$ cat src/rtl/demux2_one.sv
// ---------------------------------------------------------------------------
// demux2_one
//   Break-before-make 1-to-2 demultiplexer. The serial stream x is steered to
//   y1 (sel=0) or y0 (sel=1). A route change waits for QUIET consecutive zero
//   cycles on x, then forces both outputs low for GUARD cycles, and only then
//   enables the new destination, so the two outputs never carry x together.
//
// Parameters
//   GUARD  cycles both outputs are held 0 during a switch (1..255)
//   QUIET  consecutive x=0 cycles needed before a switch starts (0..255)
//
// Ports
//   clk         system clock, rising edge
//   rst         asynchronous active-high reset
//   sel         requested route, asynchronous to clk (0 -> y1, 1 -> y0)
//   x           data stream, synchronous to clk
//   y0          registered output for route sel=1
//   y1          registered output for route sel=0
//   active_sel  route currently in effect
//   switching   high while a route change is pending or in guard
// ---------------------------------------------------------------------------
module demux2_one #(
  parameter int GUARD = 4,
  parameter int QUIET = 2
) (
  input  logic clk,
  input  logic rst,
  input  logic sel,
  input  logic x,
  output logic y0,
  output logic y1,
  output logic active_sel,
  output logic switching
);

  typedef enum logic [1:0] {
    S_ROUTE      = 2'd0,
    S_QUIET_WAIT = 2'd1,
    S_GUARD      = 2'd2
  } state_t;

  // Terminal counts. With QUIET=0 the quiet wait is skipped entirely, so its
  // terminal value is never used; it is clamped to keep the width sane.
  localparam logic [7:0] QUIET_LAST = (QUIET > 0) ? 8'(QUIET - 1) : 8'd0;
  localparam logic [7:0] GUARD_LAST = (GUARD > 0) ? 8'(GUARD - 1) : 8'd0;

  state_t     state;
  logic       sel_m;
  logic       sel_s;
  logic       target;
  logic [7:0] quiet_cnt;
  logic [7:0] guard_cnt;

  // Saturating increment so neither counter can ever wrap.
  function automatic logic [7:0] sat_inc(input logic [7:0] c);
    return (c == 8'hFF) ? c : c + 8'd1;
  endfunction

  // Two-flop synchronizer bringing the asynchronous sel into the clk domain.
  always_ff @(posedge clk or posedge rst) begin
    if (rst) begin
      sel_m <= 1'b0;
      sel_s <= 1'b0;
    end else begin
      sel_m <= sel;
      sel_s <= sel_m;
    end
  end

  // Route FSM with registered outputs. Entering GUARD clears both outputs on
  // the same edge, so the first all-zero output cycle is the first guard
  // cycle; the edge that ends the last guard cycle both flips active_sel and
  // loads x into the new destination.
  always_ff @(posedge clk or posedge rst) begin
    if (rst) begin
      state      <= S_ROUTE;
      y0         <= 1'b0;
      y1         <= 1'b0;
      active_sel <= 1'b0;
      switching  <= 1'b0;
      target     <= 1'b0;
      quiet_cnt  <= 8'd0;
      guard_cnt  <= 8'd0;
    end else begin
      case (state)
        S_ROUTE: begin
          if (sel_s != active_sel) begin
            switching <= 1'b1;
            if (QUIET == 0) begin
              state     <= S_GUARD;
              target    <= sel_s;
              guard_cnt <= 8'd0;
              y0        <= 1'b0;
              y1        <= 1'b0;
            end else begin
              state     <= S_QUIET_WAIT;
              quiet_cnt <= 8'd0;
              y0        <= x & active_sel;
              y1        <= x & ~active_sel;
            end
          end else begin
            switching <= 1'b0;
            y0        <= x & active_sel;
            y1        <= x & ~active_sel;
          end
        end

        S_QUIET_WAIT: begin
          if (sel_s == active_sel) begin
            state     <= S_ROUTE;
            switching <= 1'b0;
            quiet_cnt <= 8'd0;
            y0        <= x & active_sel;
            y1        <= x & ~active_sel;
          end else if (!x && (quiet_cnt == QUIET_LAST)) begin
            state     <= S_GUARD;
            target    <= sel_s;
            guard_cnt <= 8'd0;
            quiet_cnt <= 8'd0;
            switching <= 1'b1;
            y0        <= 1'b0;
            y1        <= 1'b0;
          end else begin
            switching <= 1'b1;
            quiet_cnt <= x ? 8'd0 : sat_inc(quiet_cnt);
            y0        <= x & active_sel;
            y1        <= x & ~active_sel;
          end
        end

        S_GUARD: begin
          if (guard_cnt == GUARD_LAST) begin
            state      <= S_ROUTE;
            active_sel <= target;
            switching  <= 1'b0;
            guard_cnt  <= 8'd0;
            y0         <= x & target;
            y1         <= x & ~target;
          end else begin
            switching <= 1'b1;
            guard_cnt <= sat_inc(guard_cnt);
            y0        <= 1'b0;
            y1        <= 1'b0;
          end
        end

        default: begin
          state     <= S_ROUTE;
          switching <= 1'b0;
          y0        <= 1'b0;
          y1        <= 1'b0;
        end
      endcase
    end
  end

endmodule

$ cat config.mk
export PLATFORM = sky130hd
export DESIGN_NAME = demux2_one
export DESIGN_NICKNAME = d
export VERILOG_FILES = /design/src/rtl/demux2_one.sv
export SDC_FILE = /design/constraint.sdc
export NUM_CORES = 1
export LEC_CHECK = 0
export BUFFER_PORTS_ARGS = -buffer_cell sky130_fd_sc_hd__buf_4
export CAP_MARGIN = 10
export CORE_ASPECT_RATIO = 1.5
export CORE_MARGIN = 8
export CORE_UTILIZATION = 53
export DETAILED_ROUTE_END_ITERATION = 7
export PLACE_DENSITY = 0.78
export SLEW_MARGIN = 5
export SYNTH_ARGS = -nofsm -noshare
export SYNTH_HDL_FRONTEND = slang
export SYNTH_SLANG_ARGS = --single-unit
$ cat constraint.sdc
create_clock -name clk -period 1.8 [get_ports clk]
set_input_delay 0.09 -clock clk [delete_from_list [all_inputs] [get_ports clk]]
set_output_delay 0.09 -clock clk [all_outputs]
set_load 0.05 [all_outputs]
Word level (Yosys, flattened, before mapping)
Cells that the tools add are included.

Register bits: 25. Input bits: 4. Word-level logic and storage cells: 72.

Add/subtract/negate cells: 2. Equal/unequal tests: 15. Muxes and demuxes: 28. Bitwise gates (word level): 7. Reduce and logical (&&, ||, !) cells: 10.

Operator list (count): $mux 8 (9); $pmux 8 s2 (2); $add 8x1->8 const B (2); $eq 8x8->1 const B (2); $mux 1 (9); $pmux 1 s3 (3); $reduce_and 3->1 (3); $eq 8x1->1 const B (1); $eq 8x2->1 const B (1); $mux 2 (4); $ne 2x2->1 const B (4); $ne 3x3->1 const B (2); $pmux 2 s3 (1); $ne 5x5->1 const B (1); $and 1x1->1 (4); $reduce_and 4->1 (1); $reduce_bool 2->1 (2); $not 1->1 (3); $eq 2x1->1 const B (1); $eq 2x2->1 const B (1); $logic_not 2->1 (1); $reduce_and 2->1 (1); $eq 1x1->1 (1); $logic_and 1x1->1 (1); 2 further kinds (2).

Logic depth before layout (Yosys ltp)
Gate-level depths: netlist of the first run.

Word-level depth: 6. Mapped depth: 7. Mapped depth without buffers: 6.

Worst setup path before layout of the first run
Ideal clock, no wire load.

Path type: register -> register. Start: reg active_sel. End: reg quiet_cnt[2]. Setup time: 121 ps. Arrival: 1850 ps. Setup slack: -171 ps. Stages on the path, launching flop included: 7. Path buffers: 1. Period minus slack after synthesis: 1971 ps. Path through: dfrtp_1 xnor2_1 nor4_1 or3_1 buf_2 o21bai_1 a22o_2.

Word-level cells in the longest chain between the ends: 3.

RTL lines: start, declared (RTL line 32) `output logic active_sel,`; start signal, assigned (RTL line 134) `active_sel <= target;`; $eq 1x1->1 / $ne 1x1->1 (equally long branches) (RTL line 109, 87); $ne 5x5->1 (no line), or another cell as far along; $reduce_and 3->1 (no line) / $pmux 8 s2 (equally long branches); end signal, assigned (RTL line 125) `quiet_cnt <= x ? 8'd0 : sat_inc(quiet_cnt);`; end, declared (RTL line 51) `logic [7:0] quiet_cnt;`.

Several ways; a longest one is shown, not always the timed one. A chain may end at the register's enable or synchronous reset.

Worst setup path after layout of the first run
Start: reg guard_cnt[7]. End: reg guard_cnt[0].

Word-level cells in the longest chain between the ends: 3.

RTL lines: start, declared (RTL line 52) `logic [7:0] guard_cnt;`; start signal, assigned (RTL line 141) `guard_cnt <= sat_inc(guard_cnt);`; $eq 8x2->1 / $eq 8x8->1 (equally long branches) (RTL line 132, 56); $ne 3x3->1 (no line) / $mux 8 (equally long branches); $reduce_and 4->1 (no line) / $pmux 8 s2 (equally long branches).

Several ways; a longest one is shown, not always the timed one.

==> summary.md, run 1 <==
| Metric | Value |
|---|---|
| Total power | 1.269 mW |
| H-tree depth | 1 |
| Combinational share of power | 25.0% |
| Fin crit share | 100.1% |
| CTS Buf Count | 3 |
| Global Route met2 Usage | 25.55% |
| R2r endpoint | guard_cnt[0] |
| Largest net degree at the start of global routing | 26 |
| Clock-pin slew on the worst setup and hold paths | 0.12 ns |
| Status | complete, but fails checks |
| Cell area after synthesis | 1304 um2 |
| Std cell rows | 22 |
| Reg2reg start | guard_cnt[7] |
| Commonest cells in the netlist | dfrtp_1 (25), nand2_1 (13), nor2_1 (13) |
| Met1 Usage GRT | 13.30% |
| Power Density | 762.9 nW/um2 |
| DR vias/cell | 6.174 |
| Post-Syn Nets | 138 |
| Fin area | 1664 um2 |
| Post-route minimum period | 1.801 ns |
| # DRC | 0 |
| Max-Cap Viols | 0 |
| P_sw | 0.3941 mW |
| Worst Setup SP | guard_cnt[7] |
| Die height | 76.75 um |
| Final nets | 174 |
| Clock Sinks | 25 |
| Switching Share | 31.05% |
| Post-Place Cell Area | 1536 um2 |
| Max-slew headroom | 78.69% |
| Die area | 4336 um2 |
| Most common cell in the netlist | dfrtp_1 |
| Vias in the first global route | 1,188 |
| Clk_skew | 0.001186 ns |
| CP required | 2.01 ns |
| Max Clk Rate | 555.1 MHz |
| Violated checks | setup timing |
| Clk network pwr share | 18.5% |
| Final core utilization | 69.49% |
| R2r setup slk | -0.001 ns |
| Crit path max fanout | 6 |
| Final Hold Violating Endpoints | 0 |
| Least-Margin Pin Slew | 0.3152 ns |
| Area growth, synth to finish | 27.64% |
| WL per Instance | 15.79 um |
| Peak supply drop | 0.0004345 V |
| Initial Util | 54.44% |
| Synth top area share | 47.98% |
| Final wirelength | 3.001 mm |
| Top cells by area, synth | dfrtp_1 (48%), o21ai_0 (4.2%), nand2_1 (3.7%) |
| CP arrival | 2.01 ns |
| Sequential area share after synthesis | 47.98% |
| Antenna Violating Nets Remaining | 0 |
| RD Place Congestion | 0.9174 |
| Avg Cell Area, Syn | 9.952 um2 |
| Layout cells sized above 1 | 33.13% |
| Met3 global-route usage | 2.142% |
| End point of the critical path | guard_cnt[0] |
| Final Max Tran Viols | 0 |
| Worst-skew pair later-pin latency | 0.30 ns |
| Post-synth EDFFs | 0 |
| Top_reg_cell synth | dfrtp_1 |
| Top-level port count | 8 |
| RSZ-0062 raised after global routing | yes |
| Initial antenna violation count | 0 |
| Clock root buffer | clkbuf_4 |
| Final worst slack | -0.001318 ns |
| DR iter-0 viols | 43 |
| HP Class | in -> reg |
| Diode count | 0 |
| Leak | 0.7665 nW |
| Ys Warns | 0 |
| Vias | 1,173 |
| Final setup viols | 3 |
| WS Path Type | reg -> reg |
| Most Crowded Layer GR | met2 |
| CP endpoint kind | flip-flop |
| Yosys top cell by area | dfrtp_1 |
| Post-detail-place hpwl | 2.230 mm |
| Worst setup SP type | flip-flop |
| Cells after synthesis | 131 |
| Internal power | 0.8754 mW |
| GRT Total Usage | 13.47% |
| FFs w/ async S/R, synth | 100.0% |
| Die X | 56.50 um |
| Worst R2R Path Depth | 5 |
| Clk buf depth | 2 |
| First-pass DRT Iterations | 4 |
| Global route overflow | 0 |
| CTS tree | yes |
| Synth Register Bits | 25 |
| First-pass GRT wire length | 4.988 mm |
| Seq pwr share | 56.5% |
| Core Region | 2395 um2 |
| Synth unique cells | 41 |
| # port buffers | 7 |
-- stage by stage --
stage | std cells | setup TNS [ns] | hold slack, ns | setup WS [ns]
2_1_floorplan | 131 | 0 | 0.1173 | 0.0008329
3_3_place_gp | 179 | 0 | 0.1614 | 0.05552
6_report | 190 | -0.002644 | 0.04553 | -0.001318
5_1_grt | 190 | -0.4780 | 0.04996 | -0.08068
4_1_cts | 186 | 0 | 0.03723 | 0.01341
3_5_place_dp | 179 | -0.06913 | 0.1640 | -0.05210
-- logic make-up after synthesis --
group / after synthesis / share of synthesized area (%)
and+or+nand+nor: 56 / 23.23
AOI/OAI and AO/OA: 35 / 19.58
DFF: 25 / 47.98
buffers and inverters: 6 / 1.919
xor gates and xnor gates: 4 / 2.688
adders and majority gates: 3 / 2.879
muxes: 2 / 1.727
-- flip-flops by register name, indices dropped and copies added, names as in the netlist --
register / flops
quiet_cnt: 8
active_sel: 1
target: 1
y0: 1
switching: 1
guard_cnt: 8
sel_m: 1
state: 2
y1: 1
sel_s: 1
-- final cells by class --
class / count / area [um2]
fill: 186 / 730.7
multi-input combinational: 100 / 700.7
sequential: 25 / 628.1
timing repair buffer: 34 / 267.8
tap: 24 / 30.03
clock buffer: 4 / 26.28
inverter: 3 / 11.26
-- how the worst min path moves through the flow --
stage | endpoint | from | cells past startpoint | slack [ns]
global route | y1 | x | 2 | 0.05
detailed placement | quiet_cnt[4] | rst | 3 | 0.16
global placement | quiet_cnt[6] | rst | 3 | 0.16
finish | y1 | x | 2 | 0.05
CTS | y1 | x | 2 | 0.04
floorplan | guard_cnt[0] | rst | 1 | 0.12
-- worst max-delay path, cell delays in order, from the launching register on --
cell     delay (ns)
dfrtp_1        0.43
or4_4          0.56
o31ai_4        0.39
buf_6          0.16
nor3_4         0.03
a21o_1         0.14
-- per-layer routing --
layer	vias to the layer above	routed length, um
li1	550	-
met1	593	1114
met2	22	1737
met3	8	81
met4	0	68
met5	-	0
-- power by group through the flow --
stage                     registers (mW)  clock network, mW  logic [mW]
final                              0.717              0.235       0.318
after global routing               0.727              0.255       0.346
after CTS                          0.717              0.243       0.288
after detailed placement           0.728                  0       0.281
after global placement             0.726                  0       0.273
after floorplan                    0.718                  0       0.187
-- what timing repair did --
action,in CTS,in global routing
pin swaps,0,4
gates resized for setup,1,12
endpoints found under the setup margin,5,14
setup buffers,1,4
endpoints found under the hold margin,26,0
hold buffers,2,0
-- cells in the final DEF (no fill, tap or decap), types with 3 or more instances in the layout --
cell and n:
a21o_1 4, a22o_1 3, a31oi_1 3, buf_4 30
clkbuf_4 3, dfrtp_1 23, inv_1 3, nand2_1 13
nand2b_1 3, nand3_1 5, nor2_1 13, nor2b_1 3
o21ai_0 9
Note: power is estimated with default switching activity, not from simulation.
==> run 2: changes to the inputs <==
==> constraint.sdc (replaced) <==
create_clock -name clk -period 1.8 [get_ports clk]
set_input_delay 0 -clock clk [delete_from_list [all_inputs] [get_ports clk]]
set_output_delay 0 -clock clk [all_outputs]
set_load 0.05 [all_outputs]
==> summary.md, run 2 (synthesis results as in run 1) <==
| Metric | Value |
|---|---|
| WL per Instance | 15.65 um (was 15.79 um) |
| Antenna Violating Nets Remaining | 0 (unchanged) |
| Finished Layout Cells | 191 (was 190) |
| Die X | 56.50 um (unchanged) |
| P_sw | 0.3929 mW (was 0.3941 mW) |
| CP arrival | 2.00 ns (was 2.01 ns) |
| Clock-pin slew on the worst setup and hold paths | 0.12 ns (about the same) |
| Global route overflow | 0 (unchanged) |
| CTS tree | yes (unchanged) |
| Final worst slack | -0.006256 ns (was -0.001318 ns) |
| Worst-skew pair later-pin latency | 0.30 ns (about the same) |
| DR vias/cell | 6.157 (was 6.174) |
| Most frequent cells in the layout | buf_4 (30), dfrtp_1 (23), nand2_1 (13), nor2_1 (13), o21ai_0 (9) (unchanged) |
| Layout cells sized above 1 | 32.93% (was 33.13%) |
| Reg area | 628.1 um2 (unchanged) |
| GRT Total Usage | 13.44% (was 13.47%) |
| Fill count | 185 (was 186) |
| # DRC | 0 (unchanged) |
| Final Max Tran Viols | 0 (unchanged) |
| First-pass GRT wire length | 4.974 mm (was 4.988 mm) |
| Top-level port count | 8 (unchanged) |
| Die area | 4336 um2 (unchanged) |
| Diode count | 0 (unchanged) |
| Final Hold Violating Endpoints | 0 (unchanged) |
| RD Place Congestion | 0.9174 (unchanged) |
| Violated checks | setup timing (unchanged) |
| Std cell rows | 22 (unchanged) |
| Fin crit share | 100.3% (was 100.1%) |
| Area growth, synth to finish | 28.41% (was 27.64%) |
| Clock root buffer | clkbuf_4 (unchanged) |
| Worst setup SP type | flip-flop (unchanged) |
| Crit path max fanout | 6 (unchanged) |
| Post-Place Cell Area | 1536 um2 (unchanged) |
| Max-Cap Viols | 0 (unchanged) |
| Area of the multi-input gates | 700.7 um2 (unchanged) |
| Total power | 1.270 mW (was 1.269 mW) |
| Final setup viols | 1 (was 3) |
| Internal power | 0.8767 mW (was 0.8754 mW) |
| Inst Count DP | 179 (unchanged) |
| HP Class | in -> async (was in -> reg) |
| # port buffers | 7 (unchanged) |
| Initial antenna violation count | 0 (unchanged) |
| Clk buf depth | 2 (unchanged) |
| CP required | 1.99 ns (was 2.01 ns) |
| CP endpoint kind | flip-flop (unchanged) |
| Combinational share of power | 25.1% (was 25.0%) |
| Seq pwr share | 56.5% (about the same) |
| Final nets | 175 (was 174) |
| H-tree depth | 1 (unchanged) |
| Vias in the first global route | 1,185 (was 1,188) |
| DR iter-0 viols | 46 (was 43) |
| Switching Share | 30.95% (was 31.05%) |
| Max Clk Rate | 553.6 MHz (was 555.1 MHz) |
| Core Region | 2395 um2 (unchanged) |
| Largest net degree at the start of global routing | 26 (unchanged) |
| Die height | 76.75 um (unchanged) |
| Most common cell after layout, fill and taps aside | buf_4 (unchanged) |
| Final wirelength | 2.990 mm (was 3.001 mm) |
| Fin area | 1674 um2 (was 1664 um2) |
| Leak | 0.7707 nW (was 0.7665 nW) |
| WS Path Type | reg -> reg (unchanged) |
| First-pass DRT Iterations | 4 (unchanged) |
| Power Density | 758.4 nW/um2 (was 762.9 nW/um2) |
| Post-route minimum period | 1.806 ns (was 1.801 ns) |
| Top flop regs | guard_cnt: 8 flops, quiet_cnt: 8 flops, state: 2 flops (unchanged) |
| Post-detail-place hpwl | 2.230 mm (unchanged) |
| Least-Margin Pin Slew | 0.3358 ns (was 0.3152 ns) |
| Peak supply drop | 0.0004320 V (was 0.0004345 V) |
| Clk_skew | 0.0009097 ns (was 0.001186 ns) |
| Vias | 1,176 (was 1,173) |
| Clock Sinks | 25 (unchanged) |
| Status | complete, but fails checks (unchanged) |
| Initial Util | 54.44% (unchanged) |
| Max-slew headroom | 77.61% (was 78.69%) |
| Clk network pwr share | 18.4% (was 18.5%) |
| CTS Buf Count | 3 (unchanged) |
| RSZ-0062 raised after global routing | yes (unchanged) |
[run 2: power by group through the flow]
stage          Combinational [mW]  Sequential [mW]  Clock, mW
5_1_grt                     0.348            0.727      0.255
3_5_place_dp                0.281            0.728          0
3_3_place_gp                0.273            0.726          0
6_report                    0.319            0.717      0.234
2_1_floorplan               0.187            0.718          0
4_1_cts                     0.290            0.717      0.243
[run 2: path summary, 6_finish.rpt]
path / end / cells after the start / slack [ns] / start
worst max-delay path: guard_cnt[6] / 5 / -0.006 / guard_cnt[7]
worst min register to register: sel_s / 0 / 0.36 / sel_m
max in group asynchronous: active_sel / 4 / 1.26 / rst
worst max register to register: guard_cnt[6] / 5 / -0.006 / guard_cnt[7]
worst min-delay path: quiet_cnt[4] / 4 / 0.28 / rst
min in group clk: sel_m / 2 / 0.35 / sel
[run 2: worst max-delay path: stages (launching register included)]
cell     delay, ns
dfrtp_1       0.42
or4_4         0.56
o31ai_4       0.39
a31oi_1       0.08
o21ai_1       0.14
o41ai_1       0.09
[run 2: timing repair]
| action | CTS | global route |
|---|---|---|
| setup buffers | 1 | 4 |
| pin swaps | 0 | 4 |
| setup endpoints to repair | 5 | 14 |
| resized for setup | 1 | 12 |
| hold endpoints to repair | 28 | 0 |
| hold buffers | 3 | 0 |
[run 2: stage by stage]
step	setup TNS (ns)	hold WS [ns]	worst slack (ns)	util [%]
after floorplan	0	0.02725	0.0008329	-
after global placement	0	0.07145	0.05552	64.16
after detailed placement	-0.06913	0.07403	-0.05210	64.16
after CTS	0	0.2878	0.01341	67.03
after global routing	-0.4780	0.3088	-0.08068	69.91
final	-0.006256	0.2845	-0.006256	69.91
[run 2: layer usage]
layer | vias to the layer above | routed length, um | track usage (%)
met5 | - | 0 | 0
met4 | 0 | 82 | 5.797
met3 | 8 | 86 | 2.142
met2 | 25 | 1726 | 25.88
met1 | 592 | 1095 | 13.20
li1 | 551 | - | -
[run 2: cell type report]
| type | count | share of cell area, % |
|---|---|---|
| clock buffer | 4 | 1.570 |
| sequential | 25 | 37.52 |
| timing repair buffer | 35 | 16.59 |
| tap | 24 | 1.794 |
| multi-input combinational | 100 | 41.85 |
| inverter | 3 | 0.6726 |
